[src/rtl/vc_flit_fifo_pkg.sv]
// Shared NoC definitions used by the virtual-channel flit buffer.
//   FLIT_W     : default flit width in bits
//   NUM_VC_DEF : default number of virtual channels
//   clog2()    : ceil(log2(v)), returns 0 for v <= 1
package vc_flit_fifo_pkg;

  localparam int FLIT_W     = 32;
  localparam int NUM_VC_DEF = 4;

  function automatic int clog2(input int v);
    int r;
    r = 0;
    while ((1 << r) < v) r++;
    return r;
  endfunction

endpackage

[src/rtl/vc_flit_fifo_ram.sv]
// Simple dual-port RAM, read-first, registered read port.
//   clk, rst_n   : clock / async active-low reset (read register only)
//   we/waddr/wdata : write port
//   re/raddr     : read request; rdata updates on the edge that samples re
//   rdata        : registered read data, holds when re is low
// A write and a read to the same word on one edge return the old word.
module vc_flit_fifo_ram #(
  parameter int DATA_WIDTH = 32,
  parameter int ADDR_W     = 6,
  parameter int WORDS      = 64
) (
  input  logic                  clk,
  input  logic                  rst_n,
  input  logic                  we,
  input  logic [ADDR_W-1:0]     waddr,
  input  logic [DATA_WIDTH-1:0] wdata,
  input  logic                  re,
  input  logic [ADDR_W-1:0]     raddr,
  output logic [DATA_WIDTH-1:0] rdata
);

  logic [DATA_WIDTH-1:0] mem [WORDS];
  logic [DATA_WIDTH-1:0] rdata_d, rdata_q;

  // Storage array carries no reset; contents are don't-care after reset.
  always_ff @(posedge clk) begin
    if (we) mem[waddr] <= wdata;
  end

  // Combinational read of the pre-edge array gives read-first behaviour.
  always_comb begin
    rdata_d = rdata_q;
    if (re) rdata_d = mem[raddr];
  end

  always_ff @(posedge clk or negedge rst_n) begin
    if (!rst_n) rdata_q <= '0;
    else        rdata_q <= rdata_d;
  end

  assign rdata = rdata_q;

endmodule

[src/rtl/vc_flit_fifo.sv]
// Multi-VC flit buffer: NUM_VC independent FIFOs of 2**ADDR_WIDTH flits
// sharing one write port, one read port and one RAM addressed {vc, ptr}.
//   clk, rst_n        : clock / async active-low reset
//   wr_en/wr_vc/wr_data : write request to channel wr_vc
//   rd_en/rd_vc       : read request from channel rd_vc
//   rd_data/rd_valid  : registered flit, valid one cycle after the read
//   not_empty/full/almost_full : per-VC status decoded from registered counts
//   count             : per-VC occupancy, VC i at [i*CNT_W +: CNT_W]
//   overflow_err/underflow_err : sticky rejected-write / rejected-read flags
module vc_flit_fifo import vc_flit_fifo_pkg::*; #(
  parameter  int DATA_WIDTH = FLIT_W,
  parameter  int ADDR_WIDTH = 4,
  parameter  int NUM_VC     = NUM_VC_DEF,
  parameter  int AF_LEVEL   = 2,
  localparam int VC_W       = (clog2(NUM_VC) < 1) ? 1 : clog2(NUM_VC),
  localparam int CNT_W      = ADDR_WIDTH + 1
) (
  input  logic                    clk,
  input  logic                    rst_n,
  input  logic                    wr_en,
  input  logic [VC_W-1:0]         wr_vc,
  input  logic [DATA_WIDTH-1:0]   wr_data,
  input  logic                    rd_en,
  input  logic [VC_W-1:0]         rd_vc,
  output logic [DATA_WIDTH-1:0]   rd_data,
  output logic                    rd_valid,
  output logic [NUM_VC-1:0]       not_empty,
  output logic [NUM_VC-1:0]       full,
  output logic [NUM_VC-1:0]       almost_full,
  output logic [NUM_VC*CNT_W-1:0] count,
  output logic                    overflow_err,
  output logic                    underflow_err
);

  localparam int DEPTH     = 1 << ADDR_WIDTH;
  localparam int RAM_AW    = VC_W + ADDR_WIDTH;
  localparam int RAM_WORDS = NUM_VC * DEPTH;

  logic [NUM_VC-1:0][ADDR_WIDTH-1:0] wr_ptr_all, rd_ptr_all;

  logic                  wr_acc, rd_acc, vc_match;
  logic                  wr_full_sel, rd_ne_sel, wr_vc_ok;
  logic [ADDR_WIDTH-1:0] wr_ptr_sel, rd_ptr_sel;
  logic                  rd_valid_d, rd_valid_q;
  logic                  overflow_d, overflow_q, underflow_d, underflow_q;

  // Select the addressed channel's state. An out-of-range VC matches no
  // channel, so its selects stay at their defaults (not empty = 0) and the
  // access is rejected.
  always_comb begin
    wr_ptr_sel  = '0;
    rd_ptr_sel  = '0;
    wr_full_sel = 1'b0;
    rd_ne_sel   = 1'b0;
    wr_vc_ok    = 1'b0;
    for (int i = 0; i < NUM_VC; i++) begin
      if (wr_vc == VC_W'(i)) begin
        wr_ptr_sel  = wr_ptr_all[i];
        wr_full_sel = full[i];
        wr_vc_ok    = 1'b1;
      end
      if (rd_vc == VC_W'(i)) begin
        rd_ptr_sel = rd_ptr_all[i];
        rd_ne_sel  = not_empty[i];
      end
    end
    vc_match = (wr_vc == rd_vc);
    rd_acc   = rd_en && rd_ne_sel;
    // A full channel still takes a write when the same edge pops it.
    wr_acc   = wr_en && wr_vc_ok && (!wr_full_sel || (rd_acc && vc_match));

    rd_valid_d  = rd_acc;
    overflow_d  = overflow_q  | (wr_en && !wr_acc);
    underflow_d = underflow_q | (rd_en && !rd_acc);
  end

  always_ff @(posedge clk or negedge rst_n) begin
    if (!rst_n) begin
      rd_valid_q  <= 1'b0;
      overflow_q  <= 1'b0;
      underflow_q <= 1'b0;
    end else begin
      rd_valid_q  <= rd_valid_d;
      overflow_q  <= overflow_d;
      underflow_q <= underflow_d;
    end
  end

  assign rd_valid      = rd_valid_q;
  assign overflow_err  = overflow_q;
  assign underflow_err = underflow_q;

  for (genvar g = 0; g < NUM_VC; g++) begin : g_vc
    logic                  wr_hit, rd_hit;
    logic [ADDR_WIDTH-1:0] wr_ptr_d, wr_ptr_q, rd_ptr_d, rd_ptr_q;
    logic [CNT_W-1:0]      cnt_d, cnt_q;

    always_comb begin
      wr_hit   = wr_acc && (wr_vc == VC_W'(g));
      rd_hit   = rd_acc && (rd_vc == VC_W'(g));
      wr_ptr_d = wr_ptr_q + ADDR_WIDTH'(wr_hit);
      rd_ptr_d = rd_ptr_q + ADDR_WIDTH'(rd_hit);
      cnt_d    = cnt_q;
      if (wr_hit && !rd_hit)      cnt_d = cnt_q + CNT_W'(1);
      else if (rd_hit && !wr_hit) cnt_d = cnt_q - CNT_W'(1);
    end

    always_ff @(posedge clk or negedge rst_n) begin
      if (!rst_n) begin
        wr_ptr_q <= '0;
        rd_ptr_q <= '0;
        cnt_q    <= '0;
      end else begin
        wr_ptr_q <= wr_ptr_d;
        rd_ptr_q <= rd_ptr_d;
        cnt_q    <= cnt_d;
      end
    end

    assign wr_ptr_all[g]              = wr_ptr_q;
    assign rd_ptr_all[g]              = rd_ptr_q;
    assign not_empty[g]               = (cnt_q != '0);
    assign full[g]                    = (cnt_q == CNT_W'(DEPTH));
    assign almost_full[g]             = ((CNT_W'(DEPTH) - cnt_q) <= CNT_W'(AF_LEVEL));
    assign count[g*CNT_W +: CNT_W]    = cnt_q;
  end

  vc_flit_fifo_ram #(
    .DATA_WIDTH (DATA_WIDTH),
    .ADDR_W     (RAM_AW),
    .WORDS      (RAM_WORDS)
  ) u_ram (
    .clk   (clk),
    .rst_n (rst_n),
    .we    (wr_acc),
    .waddr ({wr_vc, wr_ptr_sel}),
    .wdata (wr_data),
    .re    (rd_acc),
    .raddr ({rd_vc, rd_ptr_sel}),
    .rdata (rd_data)
  );

endmodule
[config.mk]
export PLATFORM = sky130hd
export DESIGN_NAME = vc_flit_fifo
export DESIGN_NICKNAME = d
export VERILOG_FILES = /design/src/rtl/vc_flit_fifo_pkg.sv /design/src/rtl/vc_flit_fifo_ram.sv /design/src/rtl/vc_flit_fifo.sv
export SDC_FILE = /design/constraint.sdc
export NUM_CORES = 2
export LEC_CHECK = 0
export BUFFER_PORTS_ARGS = -buffer_cell sky130_fd_sc_hd__clkbuf_2
export CORE_MARGIN = 2
export CORE_UTILIZATION = 40
export DETAILED_ROUTE_END_ITERATION = 10
export PLACE_DENSITY = 0.52
export SLEW_MARGIN = 10
export SYNTH_ARGS = -nofsm -noshare
export SYNTH_HDL_FRONTEND = slang
export SYNTH_SLANG_ARGS = --single-unit
[constraint.sdc]
create_clock -name clk -period 7.6 [get_ports clk]
set_clock_uncertainty 0.1 [all_clocks]
set_input_delay 1.14 -clock clk [delete_from_list [all_inputs] [get_ports clk]]
set_output_delay 1.14 -clock clk [all_outputs]
set_load 0.05 [all_outputs]
# Word level (Yosys, flattened, before mapping)
# Memory sizes are Yosys's and may differ from the RTL's. A register that Yosys moved wholly into a read port is not among the register bits.
# Index checks and enable logic that the tools add are counted.
dict set report totals {
  word_cells 128
  ramBits 2048
  in_bits 40
  memories 1
  out_inout_bits 67
  register_bits 55
}
dict set report classes {
  addsub 20
  n_reduce_logical 45
  n_bitwise 2
  order_cmp 4
  n_mux 30
  eq_ne 11
}
# memory depth width rd rd_clocked_by_memory_dff write_ports line
set memory_table {}
lappend memory_table {u_ram.mem 64 32 1 1 1 vc_flit_fifo_ram.sv:22} ;# logic [DATA_WIDTH-1:0] mem [WORDS];
# operator n
set op_table {}
lappend op_table {{2-to-1 mux 5 bit} 8}
lappend op_table {{adder 4 x 1 -> 4 bit} 8}
lappend op_table {{2-to-1 mux 4 bit} 8}
lappend op_table {{logical AND 1 bit} 22}
lappend op_table {{adder 5 x 1 -> 5 bit (second input constant)} 4}
lappend op_table {{equality test 5 bit (second input constant)} 4}
lappend op_table {{<= comparator 5 x 2 -> 1 bit (second input constant)} 4}
lappend op_table {{nonzero test 5 bit} 4}
lappend op_table {{subtractor 5 x 1 -> 5 bit (second input constant)} 4}
lappend op_table {{subtractor 5 bit (first input constant)} 4}
lappend op_table {{2-to-1 mux 1 bit} 14}
lappend op_table {{zero test 1 bit} 12}
lappend op_table {{equality test 2 bit (second input constant)} 4}
lappend op_table {{nonzero test 2 bit} 4}
lappend op_table {{equality test 2 x 1 -> 1 bit (second input constant)} 2}
lappend op_table {{zero test 2 bit} 2}
lappend op_table {{equality test 2 bit} 1}
lappend op_table {{OR 1 bit} 2}
lappend op_table {{logical OR 1 bit} 1}

# Depth between registers and ports, before layout
dict set report logic_depth {
  ltp_word 14
  mapped_depth 22
  mapped_depth_nobuf 18
}

# Modules after synthesis
# A second synthesis with hierarchy kept.
dict set report hier_totals {
  hier_cells 4156
  hier_area_um2 83523.9
}
# mod n_inst area_per_inst_um2 cells_each seq_area_each_um2
set modules_own_cells {}
lappend modules_own_cells {vc_flit_fifo_ram 1 79990.5 3843 62299.8}
lappend modules_own_cells {vc_flit_fifo 1 3533.4 313 1376.3}

# Worst setup path before layout
# No wires, ideal clock.
dict set report synth_path {
  path_type {register -> register}
  from {register g_vc[2].cnt_q[0]}
  to {memory u_ram.mem[63][0], enable pin}
  path_stages_with_launch 11
  required_ns 7.079
  slack_ns 2.680
  setup_time_ns 0.421
  path_buffers 0
  t_arrival_ns 4.398
  path_cell_list {dfrtp_1 > inv_1 > ha_1 > nor3b_1 > ha_1 > mux4_2 > nor4b_1 > o21ai_1 > nand2b_1 > nand3b_1 > nor2_1}
}
dict set report synth_between {
  elab_chain_len 9
  elab_cells_between_ends 13
  cone_classes {1 x eq/ne; 6 x mux; 6 x reduce/logical}
}
# element line
set synth_lines {}
lappend synth_lines {{start: declaration} vc_flit_fifo.sv:96} ;# logic [CNT_W-1:0] cnt_d, cnt_q;
lappend synth_lines {{start signal: assignment} vc_flit_fifo.sv:116} ;# cnt_q <= cnt_d;
lappend synth_lines {{nonzero test 5 bit} vc_flit_fifo.sv:122} ;# assign not_empty[g] = (cnt_q != '0);
lappend synth_lines {{2-to-1 mux 1 bit (2 in series)} vc_flit_fifo.sv:62} ;# if (rd_vc == VC_W'(i)) begin
lappend synth_lines {{logical AND 1 bit} vc_flit_fifo.sv:68} ;# rd_acc = rd_en && rd_ne_sel;
lappend synth_lines {{logical AND 1 bit} vc_flit_fifo.sv:70} ;# wr_acc = wr_en && wr_vc_ok && (!wr_full_sel || (rd_acc && vc_match));
lappend synth_lines {{logical OR 1 bit (*)} vc_flit_fifo.sv:70}
lappend synth_lines {{logical AND 1 bit (*)} vc_flit_fifo.sv:70}
lappend synth_lines {{2-to-1 mux 1 bit (*)} vc_flit_fifo_ram.sv:27} ;# if (we) mem[waddr] <= wdata;
lappend synth_lines {{2-to-1 mux 1 bit (implied by the code) (*)} vc_flit_fifo_ram.sv:27}
lappend synth_lines {{end: declaration} vc_flit_fifo_ram.sv:22}
# Mark *: on every way between the ends. The rest lies on a longest branch, timed or not.

# Final worst setup path
dict set report layout_path {
  from {register g_vc[2].cnt_q[0]}
  to {memory u_ram.mem[39][10], enable pin}
}
# Same word-level chain as after synthesis.

==> results_tabular.tex <==
\begin{tabular}{lr}
\hline
Metric & Value \\
\hline
\multicolumn{2}{l}{\textbf{Layout}} \\
\quad Final non-filler cell total & 8054 \\
\quad Share of cells above drive strength 1 & 14.3\% \\
\quad Final \#Nets & 5147 \\
\quad Commonest non-fill, non-tap cells in the layout & 2048 x sky130\_fd\_sc\_hd\_\_edfxtp\_1, 729 x sky130\_fd\_sc\_hd\_\_mux2i\_1, 270 x sky130\_fd\_sc\_hd\_\_nand2\_1 \\
\quad Final core utilization & 45.9\% \\
\quad Number of filler cells placed in the layout & 18.0k \\
\quad Most common cell after layout, fill and taps aside & sky130\_fd\_sc\_hd\_\_edfxtp\_1 \\
\quad Area growth from synthesis to layout & 13.9\% \\
\quad Area of all placed cells without fillers & 96400 µm² \\
\multicolumn{2}{l}{\textbf{Routing}} \\
\quad Remaining DRCs & 0 \\
\quad Total vias in the final route & 45.6k \\
\quad Number of detailed-route iterations in the first pass & 6 \\
\quad Remaining antenna violation count after routing & 0 \\
\quad Via density per instance & 5.67 \\
\quad Initial drt markers & 4526 \\
\quad Drt wl/cell & 30.2 µm \\
\quad Total Wirelength & 243000 µm \\
\multicolumn{2}{l}{\textbf{STA}} \\
\quad Final Max Slew Viols & 0 \\
\quad Number of endpoints failing setup at the final stage & 0 \\
\quad Fin. Hold Viols & 0 \\
\quad Setup TNS & 0 ns \\
\quad Worst slew slack as a fraction of its limit & 10.6\% \\
\quad Fraction of the cycle the final worst path needs & 71.3\% \\
\quad Time the final worst path needs with I/O delays and setup & 5.42 ns \\
\quad Highest clock rate & 0.184 GHz \\
\quad Measured slew at the worst slew-check pin & 1.33 ns \\
\quad RSZ-0062 raised after global routing & false \\
\multicolumn{2}{l}{\textbf{Floorplanning}} \\
\quad Number of top-level pins & 107 \\
\quad Core Box Area & 210000 µm² \\
\quad Die area & 215000 µm² \\
\quad Horiz. Die Dim & 464 µm \\
\quad Starting Density & 40.3\% \\
\quad Number of placement rows & 168 \\
\quad Die Height & 464 µm \\
\multicolumn{2}{l}{\textbf{Placed design}} \\
\quad DP HPWL & 146000 µm \\
\quad Post-place instance area & 89400 µm² \\
\quad RD Place Congestion & 0.829 \\
\quad Number of buffers inserted by port buffering & 106 \\
\quad Number of cells in the design after placement & 7634 \\
\multicolumn{2}{l}{\textbf{Clocking}} \\
\quad TritonCTS Sinks & 2135 \\
\quad CTS H-tree lvls & 4 \\
\quad Post-cts hold buffer count & 0 \\
\quad Total of cells resized after clock tree synthesis & 0 \\
\quad Clock tree from TritonCTS & yes \\
\quad Maximum buffer depth of the clock tree & 3 \\
\quad Number of buffers added for setup after CTS & 0 \\
\quad Worst-path clk slew & 0.06 ns \\
\quad CTS Buf Count & 220 \\
\quad Clk\_lat worst skew & 0.87 ns \\
\quad CTS root buf & sky130\_fd\_sc\_hd\_\_clkbuf\_16 \\
\multicolumn{2}{l}{\textbf{GRT}} \\
\quad Number of antenna violations at the first check in global routing & 7 \\
\quad Met3 demand-to-capacity share in global routing & 3.00\% \\
\quad First-pass GRT wire length & 345000 µm \\
\quad Global-route met2 utilization & 35.9\% \\
\quad Gr ovfl total & 0 \\
\quad Met1 usage in global routing & 31.2\% \\
\quad Number of global-route vias before repair & 45.1k \\
\quad Maximum number of pins on one net before global-route repair & 136 \\
\quad Most crowded layer after global routing & met2 \\
\quad Overall fraction of global-route tracks in use & 22.3\% \\
\multicolumn{2}{l}{\textbf{Setup path}} \\
\quad Slowest stage cell, crit path & sky130\_fd\_sc\_hd\_\_nor2\_4 \\
\quad Most numerous cell on the critical path & sky130\_fd\_sc\_hd\_\_ha\_1 \\
\quad Capturing element type of the critical path & flop \\
\quad Cells along the critical path & inv\_1 > ha\_1 > nor3b\_1 > ha\_1 > mux4\_2 > nor4b\_1 > o21ai\_1 > nand2b\_1 > nand3b\_1 > nor2\_4 > buf\_4 \\
\quad Required time at the worst-slack endpoint & 8.04 ns \\
\quad Arrival time worst endpoint & 5.86 ns \\
\quad Startpoint types & flop \\
\quad Largest fanout on the critical path & 18 \\
\quad Register-to-Register Path Depth & 11 \\
\quad Critical Path Max Stage Delay & 1.03 ns \\
\quad Class of the most critical setup path & reg2reg \\
\multicolumn{2}{l}{\textbf{Power}} \\
\quad Total power of the final layout & 34.5 mW \\
\quad Static Leak & 32.4 nW \\
\quad Power Density & 358 nW/µm² \\
\quad Peak supply drop & 0.440 mV \\
\multicolumn{2}{l}{\textbf{Flow run}} \\
\quad Max-Cap Viols & 0 \\
\multicolumn{2}{l}{\textbf{Yosys}} \\
\quad Simple-Gate Fraction of Synth Area & 4.10\% \\
\quad Combinational family with the most area after synthesis & multiplexers \\
\quad Fraction of synthesized cell area in xor and xnor cells & 0.414\% \\
\quad Cell area after synthesis & 84600 µm² \\
\quad Synth warnings & 0 \\
\quad Fraction of the yosys area taken by sequential cells & 75.2\% \\
\quad Average cell area after synthesis & 17.4 µm² \\
\quad Adder-Cell Fraction of Synth Area & 0.834\% \\
\quad Number of enable-type register cells in the synthesized netlist & 2048 \\
\quad Mux share of post-synthesis cell area & 10.7\% \\
\quad Count of unique library cells instantiated by Yosys & 74 \\
\quad Post-synth net total & 4957 \\
\quad Synth Area in Compound Gates & 6.90\% \\
\quad Synth Flop Type & sky130\_fd\_sc\_hd\_\_edfxtp\_1 \\
\quad Asr flop ratio synth & 4.07\% \\
\quad Number of storage elements in the synthesis netlist & 2135 \\
\quad Syn Inst Count & 4863 \\
\multicolumn{2}{l}{\textbf{Hold path}} \\
\quad Worst hold-check path type & in2async \\
\multicolumn{2}{l}{\textbf{Run status}} \\
\quad Status & finished clean \\
\hline
\end{tabular}
## cells in the mapped netlist, types with 26 or more instances
cell,n,area (µm²)
sky130_fd_sc_hd__ha_1,50,626
sky130_fd_sc_hd__dfrtp_1,87,2180
sky130_fd_sc_hd__buf_2,118,591
sky130_fd_sc_hd__nand3_1,26,130
sky130_fd_sc_hd__and2_1,61,382
sky130_fd_sc_hd__o21ai_0,42,210
sky130_fd_sc_hd__mux4_2,69,1550
sky130_fd_sc_hd__a211o_1,27,236
sky130_fd_sc_hd__nand2_1,270,1010
sky130_fd_sc_hd__mux2i_1,730,7310
sky130_fd_sc_hd__edfxtp_1,2048,61500
sky130_fd_sc_hd__a211oi_1,240,1800
sky130_fd_sc_hd__a2111oi_0,30,263
sky130_fd_sc_hd__nor2_1,115,432
sky130_fd_sc_hd__nor2b_1,129,807
sky130_fd_sc_hd__clkbuf_1,139,522
sky130_fd_sc_hd__o22ai_1,97,607
sky130_fd_sc_hd__inv_1,29,109
sky130_fd_sc_hd__a21oi_1,42,210
sky130_fd_sc_hd__o221ai_1,32,280
sky130_fd_sc_hd__a31oi_1,63,394
sky130_fd_sc_hd__a22oi_1,57,428
## worst max-delay path: cells and delay by family, from the launching register on
kind / cells / cell delay, ns
flip-flops: 1 / 0.48
AO/OA/AOI/OAI: 1 / 0.39
adder cells (fa/ha/maj): 2 / 0.43
multiplexers: 1 / 0.50
buffers and inverters: 2 / 0.52
AND/OR/NAND/NOR: 5 / 2.65
## layout make-up
cell class | instances | area [µm²] | area share (%)
Antenna cell | 4 | 10.0 | 0.0104
Clock buffer | 297 | 5880 | 6.09
Clock inverter | 117 | 1130 | 1.17
Inverter | 30 | 114 | 0.118
Multi-Input combinational cell | 2397 | 20100 | 20.8
Sequential cell | 2135 | 63700 | 66.0
Tap cell | 2805 | 3510 | 3.64
Timing Repair Buffer | 269 | 2020 | 2.09
## flip-flops by register name, summed over array words and instances, names as in the netlist
signal         flops
rd_valid           1
g_vc.cnt_q        20
g_vc.rd_ptr_q     16
u_ram.mem       2048
underflow_err      1
g_vc.wr_ptr_q     16
u_ram.rdata       32
overflow_err       1
## report_power, final
group	total [mW]	internal [mW]	switching, mW
Combinational	10.1	3.38	6.76
Clock	10.5	5.97	4.56
Sequential	13.9	13.4	0.441
## through the flow
| step | setup slack, ns | hold slack (ns) |
|---|---|---|
| 2_1_floorplan | 2.68 | 0.354 |
| 3_3_place_gp | 0.884 | 0.341 |
| 3_5_place_dp | 1.54 | 0.352 |
| 4_1_cts | 2.16 | 0.245 |
| 5_1_grt | 1.89 | 0.288 |
| 6_report | 2.18 | 0.282 |
## routing by layer
metal | vias to the layer above | share of wire [%] | wire length (µm)
li1 | 19841 | - | -
met1 | 24100 | 44 | 107000
met2 | 1392 | 48 | 116000
met3 | 307 | 5.0 | 12200
met4 | 2 | 3.3 | 8010
met5 | - | 0.0033 | 8
## cell families after synthesis
| family | count (synthesis) |
|---|---|
| AO/OA/AOI/OAI | 784 |
| XOR/XNOR | 40 |
| adder cells (fa/ha/maj) | 54 |
| buffers and inverters | 331 |
| flip-flops | 2135 |
| multiplexers | 818 |
| AND/OR/NAND/NOR | 701 |
## worst paths after layout
kind / startpoint / endpoint / slack (ns)
worst max-delay path: g_vc[2].cnt_q[0]$_DFFE_PN0P_ / u_ram.mem[39][10]$_DFFE_PP_ / 2.18
worst min-delay path: rst_n / g_vc[0].cnt_q[1]$_DFFE_PN0P_ / 0.28
min in group clk: overflow_err$_DFF_PN0_ / overflow_err$_DFF_PN0_ / 0.38
worst max register to register: g_vc[2].cnt_q[0]$_DFFE_PN0P_ / u_ram.mem[39][10]$_DFFE_PP_ / 2.18
worst min register to register: overflow_err$_DFF_PN0_ / overflow_err$_DFF_PN0_ / 0.38
max in group asynchronous: rst_n / g_vc[0].rd_ptr_q[3]$_DFF_PN0_ / 5.62
(Power assumes the default switching activity.)
